## config.mk

```make
export PLATFORM = sky130hd
export DESIGN_NAME = l1_dcache_ctrl
export DESIGN_NICKNAME = d
export VERILOG_FILES = /design/src/rtl/l1_dcache_ctrl.sv
export SDC_FILE = /design/constraint.sdc
export NUM_CORES = 2
export LEC_CHECK = 0
export ABC_CLOCK_PERIOD_IN_PS = 14000
export CORE_MARGIN = 3
export CORE_UTILIZATION = 39
export CTS_CLUSTER_SIZE = 28
export DETAILED_ROUTE_END_ITERATION = 16
export PLACE_DENSITY = 0.63
export RECOVER_POWER = 100
export SLEW_MARGIN = 5
export SYNTH_ARGS = -nofsm -noshare
export SYNTH_HDL_FRONTEND = slang
export SYNTH_SLANG_ARGS = --single-unit
```

## constraint.sdc

```tcl
create_clock -name clk -period 14 [get_ports clk]
set_clock_uncertainty 0.05 [all_clocks]
set_input_delay 2.1 -clock clk [delete_from_list [all_inputs] [get_ports clk]]
set_output_delay 2.1 -clock clk [all_outputs]
set_load 0.02 [all_outputs]
```

## src/rtl/l1_dcache_ctrl.sv

```systemverilog
// Direct-mapped write-back/write-allocate L1 data cache controller.
// Stalls the MEM stage on a miss and moves whole lines over a req/ack port.
module l1_dcache_ctrl #(
  parameter int ADDR_WIDTH = 32,
  parameter int DATA_WIDTH = 32,
  parameter int LINE_WORDS = 4,
  parameter int NUM_LINES  = 16
) (
  input  logic                             clk,
  input  logic                             rst,
  input  logic                             cpu_req,
  input  logic                             cpu_we,
  input  logic [ADDR_WIDTH-1:0]            cpu_addr,
  input  logic [DATA_WIDTH-1:0]            cpu_wdata,
  input  logic [DATA_WIDTH/8-1:0]          cpu_wstrb,
  output logic [DATA_WIDTH-1:0]            cpu_rdata,
  output logic                             mem_stall,
  output logic                             mem_req,
  output logic                             mem_we,
  output logic [ADDR_WIDTH-1:0]            mem_addr,
  output logic [DATA_WIDTH*LINE_WORDS-1:0] mem_wdata,
  input  logic [DATA_WIDTH*LINE_WORDS-1:0] mem_rdata,
  input  logic                             mem_ack
);

  localparam int NB     = DATA_WIDTH / 8;
  localparam int BOFF_W = $clog2(NB);
  localparam int OFF_W  = $clog2(LINE_WORDS);
  localparam int IDX_W  = $clog2(NUM_LINES);
  localparam int LO_W   = BOFF_W + OFF_W;
  localparam int TAG_W  = ADDR_WIDTH - LO_W - IDX_W;
  localparam int LINE_W = DATA_WIDTH * LINE_WORDS;

  typedef enum logic [1:0] {
    IDLE,
    WRITEBACK,
    ALLOCATE
  } state_t;

  state_t state;

  logic [NUM_LINES-1:0] valid;
  logic [NUM_LINES-1:0] dirty;
  logic [TAG_W-1:0]     tag_arr  [NUM_LINES];
  logic [LINE_W-1:0]    data_arr [NUM_LINES];

  logic [OFF_W-1:0]  word_sel;
  logic [IDX_W-1:0]  idx;
  logic [TAG_W-1:0]  addr_tag;
  logic [LINE_W-1:0] cur_line;
  logic [LINE_W-1:0] merged_line;
  logic              hit;
  logic              unused;

  assign word_sel = cpu_addr[BOFF_W +: OFF_W];
  assign idx      = cpu_addr[LO_W +: IDX_W];
  assign addr_tag = cpu_addr[ADDR_WIDTH-1 -: TAG_W];
  assign unused   = ^cpu_addr[BOFF_W-1:0];

  assign cur_line = data_arr[idx];
  assign hit      = cpu_req & valid[idx] & (tag_arr[idx] == addr_tag);

  assign cpu_rdata = (state == IDLE && hit)
                   ? cur_line[word_sel*DATA_WIDTH +: DATA_WIDTH]
                   : '0;

  assign mem_stall = ~rst & ((state != IDLE) | (cpu_req & ~hit));

  always_comb begin
    merged_line = cur_line;
    for (int b = 0; b < NB; b++) begin
      if (cpu_wstrb[b])
        merged_line[word_sel*DATA_WIDTH + b*8 +: 8] = cpu_wdata[b*8 +: 8];
    end
  end

  // Tag and data arrays carry no reset; valid bits gate their use.
  always_ff @(posedge clk) begin
    if (state == ALLOCATE && mem_ack) begin
      data_arr[idx] <= mem_rdata;
      tag_arr[idx]  <= addr_tag;
    end else if (state == IDLE && hit && cpu_we) begin
      data_arr[idx] <= merged_line;
    end
  end

  always_ff @(posedge clk or posedge rst) begin
    if (rst) begin
      state     <= IDLE;
      valid     <= '0;
      dirty     <= '0;
      mem_req   <= 1'b0;
      mem_we    <= 1'b0;
      mem_addr  <= '0;
      mem_wdata <= '0;
    end else begin
      unique case (state)
        IDLE: begin
          if (cpu_req && !hit) begin
            mem_req <= 1'b1;
            if (valid[idx] && dirty[idx]) begin
              state     <= WRITEBACK;
              mem_we    <= 1'b1;
              mem_addr  <= {tag_arr[idx], idx, {LO_W{1'b0}}};
              mem_wdata <= cur_line;
            end else begin
              state    <= ALLOCATE;
              mem_we   <= 1'b0;
              mem_addr <= {addr_tag, idx, {LO_W{1'b0}}};
            end
          end else if (hit && cpu_we) begin
            dirty[idx] <= 1'b1;
          end
        end
        // mem_req stays high straight into the refill
        WRITEBACK: begin
          if (mem_ack) begin
            state      <= ALLOCATE;
            dirty[idx] <= 1'b0;
            mem_we     <= 1'b0;
            mem_addr   <= {addr_tag, idx, {LO_W{1'b0}}};
          end
        end
        ALLOCATE: begin
          if (mem_ack) begin
            state      <= IDLE;
            valid[idx] <= 1'b1;
            dirty[idx] <= 1'b0;
            mem_req    <= 1'b0;
          end
        end
        default: state <= IDLE;
      endcase
    end
  end

endmodule

```

-- Yosys cells after proc, flatten, opt, wreduce, memory -nomap -nowiden
Memories as Yosys holds them, arrays and structs flattened.
Index checks and enable logic that the tools add are counted.
- bits in registers: 196
- memory bits (writable): 2432
- input bits: 201
- output and inout port bits: 195
- memories: 2
- add/subtract/negate cells: 7
- $lt $le $gt $ge: 2
- equal/unequal tests: 9
- shift-type cells: 9
- mux-type cells: 40
- bitwise logic cells: 12
- reduce and logical (&&, ||, !) cells: 20
- memories (memory ; depth ; width ; rd ports ; clocked after Yosys merged registers in ; write ports ; RTL line ; text):
    data_arr ; 16 ; 128 ; 1 ; 0 ; 1 ; 45 ; logic [LINE_W-1:0] data_arr [NUM_LINES];
    tag_arr ; 16 ; 24 ; 1 ; 0 ; 1 ; 44 ; logic [TAG_W-1:0] tag_arr [NUM_LINES];
- operators with widths (cell ; count):
    128-bit 2-to-1 mux ; 5
    128-bit bitwise mux ; 4
    8-bit by 34-bit variable shift with 128-bit output (first input constant) ; 4
    8-bit by 34-bit variable part select with 128-bit output ; 4
    32-bit 2-to-1 mux ; 4
    128-bit by 8-bit variable part select with 32-bit output ; 1
    8-bit negation with 34-bit output ; 3
    32-bit case mux with 2 select lines ; 1
    16-bit 2-to-1 mux ; 3
    7-bit negation with 34-bit output ; 1
    16-bit OR ; 2
    16-bit case mux with 2 select lines ; 1
    24-bit == test ; 1
    7-bit by 5-bit adder with 8-bit output (second input constant) ; 2
    16-bit AND ; 1
    16-bit inverter ; 1
    1-bit 2-to-1 mux ; 12
    3-bit AND reduction ; 4
    7-bit by 4-bit adder with 8-bit output (second input constant) ; 1
    1-bit binary-select mux with 4-bit select ; 2
    2-bit 2-to-1 mux ; 4
    2-bit nonzero test ; 4
    1-bit logical AND ; 7
    2-bit by 1-bit != test with 1-bit output (second input constant) ; 3
    other kinds (16) ; 24

-- Depth between registers and ports, before layout
- depth after elaboration: 11
- gate-level depth with buffers: 16
- gate-level depth less buffers: 9

-- Least setup slack after synthesis
Ideal clock, no wire load.
- kind: input -> register
- start: input port cpu_addr[5]
- end: memory data_arr[10][0] (netlist bit) (enable)
- arrival: 10.857 ns
- required time: 13.292 ns
- setup slack: 2.435 ns
- stages on the path: 12
- path buffers: 4
- path through: buf_6 > buf_8 > mux4_2 > mux4_2 > xor2_1 > a2111oi_0 > and4bb_1 > and4_1 > clkbuf_2 > nand3_2 > clkbuf_1 > a21oi_1
- longest elaborated chain between the ends: 10
- elaborated cells on any way between the ends: 12
- those cells by class: eq/ne (1); mux (5); bitwise (3); reduce/logical (2); memory (1)
- RTL lines (item ; RTL line ; text):
    start, declared ; 13 ; input logic [ADDR_WIDTH-1:0] cpu_addr,
    parallel branches: the longest is 10 deep, another holds memory read 16 x 24 bit ; -- ;
    end, declared ; 45 ;
Parallel ways; which one is timed is not known. The select of a mux whose other input is x is not followed.

-- Worst setup path in the final report
- start: input port cpu_addr[7]
- end: memory data_arr[5][79] (netlist bit) (enable)
Same word-level chain as after synthesis.

==> impl_results.md <==
* Share of cells above drive strength 1 at 0.247
* Inserted Clock Buffers at 286
* Synth area leader: edfxtp_1
* Vias in the first global route at ~55,000
* CTS clk-pin slew, worst paths at ~0.060 ns
* CTS tree: done
* Final WL at between 200 and 300 mm
* Die height at 525 microns
* Yosys Warn Count at 0
* Mapped Cells at a little under 5,000
* CTS Buffer Depth at 4
* EDFF count, synth at ~2,400
* Sw Ratio at 0.230
* CP endpoint kind: flip-flop
* RSZ-0062 raised after global routing: no
* Critical path class: primary input to flip-flop
* Synth top area share at 0.695
* # H-tree levels at 5
* Power Dens Cells at ~140 nW/um^2
* Seq. cell area at 77,800 sq um
* Post-route ant nets at 0
* Slowest CP cell: clkbuf_1
* Avg Cell Area, Syn at 21.2 sq um
* Number of library cell types mapped by synthesis at 78
* Min-delay worst type: flip-flop to flip-flop
* CTS Hold Buffers Added at 0
* Layout area overhead at 16.3%
* Placeable core area at 267,000 sq um
* Final setup TNS at 0 ns
* Critical path arrival at between 10 and 15 ns
* First DRT Iteration DRCs at approximately 6,400
* Boundary pin count at 396
* Die X at roughly 530 microns
* Critical path startpoint category: primary input
* Grt total ovfl at 0
* Area of the multi-input gates at between 20,000 and 30,000 sq um
* Hold endpoint: valid[2]
* Worst R2R End: data_arr[5][79]
* Commonest cells post-synth: 2,432 x edfxtp_1, 750 x mux4_2, 238 x nand2_1
* Antenna violations before repair at 33
* Yosys reg bits at approximately 2,600
* First-pass GRT wire length at about 420 mm
* Clk sinks at 2,624
* Nets at 5,704
* Cell internal pwr at ~14,000 uW
* Worst slew pin tran at ~4.5 ns
* Period utilization at 0.827
* R2r startpoint: tag_arr[11][15]
* Combinational share of power at 0.086
* Post-synth ARST share at 0.0732
* Peak supply drop at just under 0.0001 V
* Leakage Power at about 0.040 uW
* Max-slew violation count at 1,465
* Hpwl dp at 168 mm
* Clock share of power at 0.412
* Largest net degree at the start of global routing at 153
* Worst hold path depth at 1
* Required time worst endpoint at about 14 ns
* Register area share after synthesis at 0.741
* Cell Area, Synth at ~110,000 sq um
* Post-CTS setup buffers at 0
* Final Power at about 18,000 uW
* Top cells by area, synth: edfxtp_1 69%, mux4_2 16%, dfrtp_1 4.6%
* Die area at 276,000 sq um
* Row count at ~190
* Net Sw Power at approximately 4100 uW
* Register share of total power at 0.503
* DRC at 0
* Maxcap violations at 55
* Worst-path fanout max at 93
* Maximum clock rate at around 86 MHz
* Main synth FF type: edfxtp_1
* R2R depth at 12
* Vias post-DR at 54,387
* Clk_lat worst skew at 0.87 ns
* CP peak stage delay at approximately 2.8 ns
* Number of gates resized after CTS at 0
* IO Port Bufs at approximately 390
* Failing checks: max-capacitance violations, max-slew violations
* Flop2flop setup slack at about 5.4 ns
* Routed WL per cell at 32.3 microns
* # setup viols final at 0
* Final period demand of the worst path at 11.58 ns
* Cell with the most instances after synthesis: edfxtp_1
* Pre-antenna DRT Iters at 6
* Min-delay src: valid[2]
* Fill count at roughly 22,000
* Family with the most delay on the worst path: buffers and inverters
* Starting density of the core at 0.394
* Count of final hold-check violations at 0
* Critical path depth at 13
* Final GP Congestion at roughly 0.84
* Root buf cell: clkbuf_16
* Worst slew margin at -2.01
* Run status: complete, but fails checks
* Vias/cell at around 5.9
* All-Layer GR Usage at 0.214
* Crit path cell chain: clkbuf_1 > buf_4 > inv_8 > mux2i_1 > xor2_1 > a32oi_1 > nor4_1 > and4_2 > buf_4 > nand3_1 > a21oi_1 > buf_12 > clkbuf_1
* Bufs and invs on worst path at 6
-- metrics by stage --
step	util	instances	setup WS, ns	instance area [sq um]	hold WS, ns
floorplan	-	4950	2.44	105000	0.383
global placement	0.427	8739	4.08	114000	0.396
detailed placement	0.427	8739	4.05	114000	0.400
CTS	0.460	9247	4.06	123000	0.415
global route	0.458	9263	2.07	122000	0.431
finish	0.458	9275	2.42	122000	0.416
-- registers in the layout (all words and copies together), names as in the netlist, named ones only --
signal,flops
data_arr,2048
tag_arr,384
mem_wdata,128
mem_addr,28
valid,16
state,2
mem_req,1
mem_we,1
-- layout make-up --
class / instances / area share
diodes: 28 / 0.000573
clock buffers: 374 / 0.0633
clock inverters: 134 / 0.0101
inverters: 22 / 0.000748
multi-input cells: 2009 / 0.211
flip-flops and latches: 2624 / 0.637
well taps: 3533 / 0.0362
repair buffers: 551 / 0.0407
-- worst max path at each step --
| stage | from | to | slack [ns] |
|---|---|---|---|
| 2_1_floorplan | cpu_addr[5] | data_arr[10][0] | 2.44 |
| 3_3_place_gp | cpu_addr[5] | cpu_rdata[8] | 4.08 |
| 3_5_place_dp | cpu_addr[5] | cpu_rdata[8] | 4.05 |
| 4_1_cts | cpu_addr[5] | cpu_rdata[8] | 4.06 |
| 5_1_grt | cpu_addr[7] | data_arr[11][98] | 2.07 |
| 6_report | cpu_addr[7] | data_arr[5][79] | 2.42 |
-- power groups by stage --
stage	sequential [uW]	clock, uW	combinational (uW)
final	8870	7260	1510
after CTS	8860	7380	1560
after detailed placement	9020	0	1560
after global placement	9010	0	1530
after floorplan	9080	0	811
after global routing	8880	7690	1590
-- cells in the final DEF (no fill, tap or decap), types with 19 or more instances in the layout --
cell             synthesis  routed
edfxtp_1              2432    2432
mux4_2                 750     750
clkbuf_16                0     290
nand2_1                238     237
dlygate4sd3_1            0     216
o21ai_0                203     211
dfrtp_1                192     192
clkdlybuf4s50_1          0     168
clkbuf_1               144     155
mux2_2                 195     137
mux2i_1                115     115
mux2_1                  15      87
a22oi_1                 75      75
buf_4                   25      58
nand3_1                 53      53
clkinv_1                 2      53
a21oi_1                 43      41
clkinv_2                 0      36
and3_1                  35      35
nor2_1                  48      32
diode_2                  0      28
o211a_1                 19      19
-- routing by layer --
| metal | share of wire | global-route usage | vias up |
|---|---|---|---|
| li1 | - | - | 21855 |
| met1 | 0.38 | 0.282 | 29259 |
| met2 | 0.48 | 0.339 | 2658 |
| met3 | 0.084 | 0.0442 | 603 |
| met4 | 0.055 | 0.109 | 12 |
| met5 | 0.00037 | 0 | - |
-- logic make-up (layout without fill, tap and decap cells) --
family,count (synthesis),in the layout,share of synthesized area
other,1,32,0.0000357
DFF,2624,2624,0.741
buffers and inverters,317,1081,0.0141
adders and majority gates,9,9,0.00107
AOI/OAI and AO/OA,426,426,0.0254
muxes,1090,1090,0.196
xor gates and xnor gates,28,28,0.00233
and+or+nand+nor,452,452,0.0200
Power figures use the tool's default switching activity.
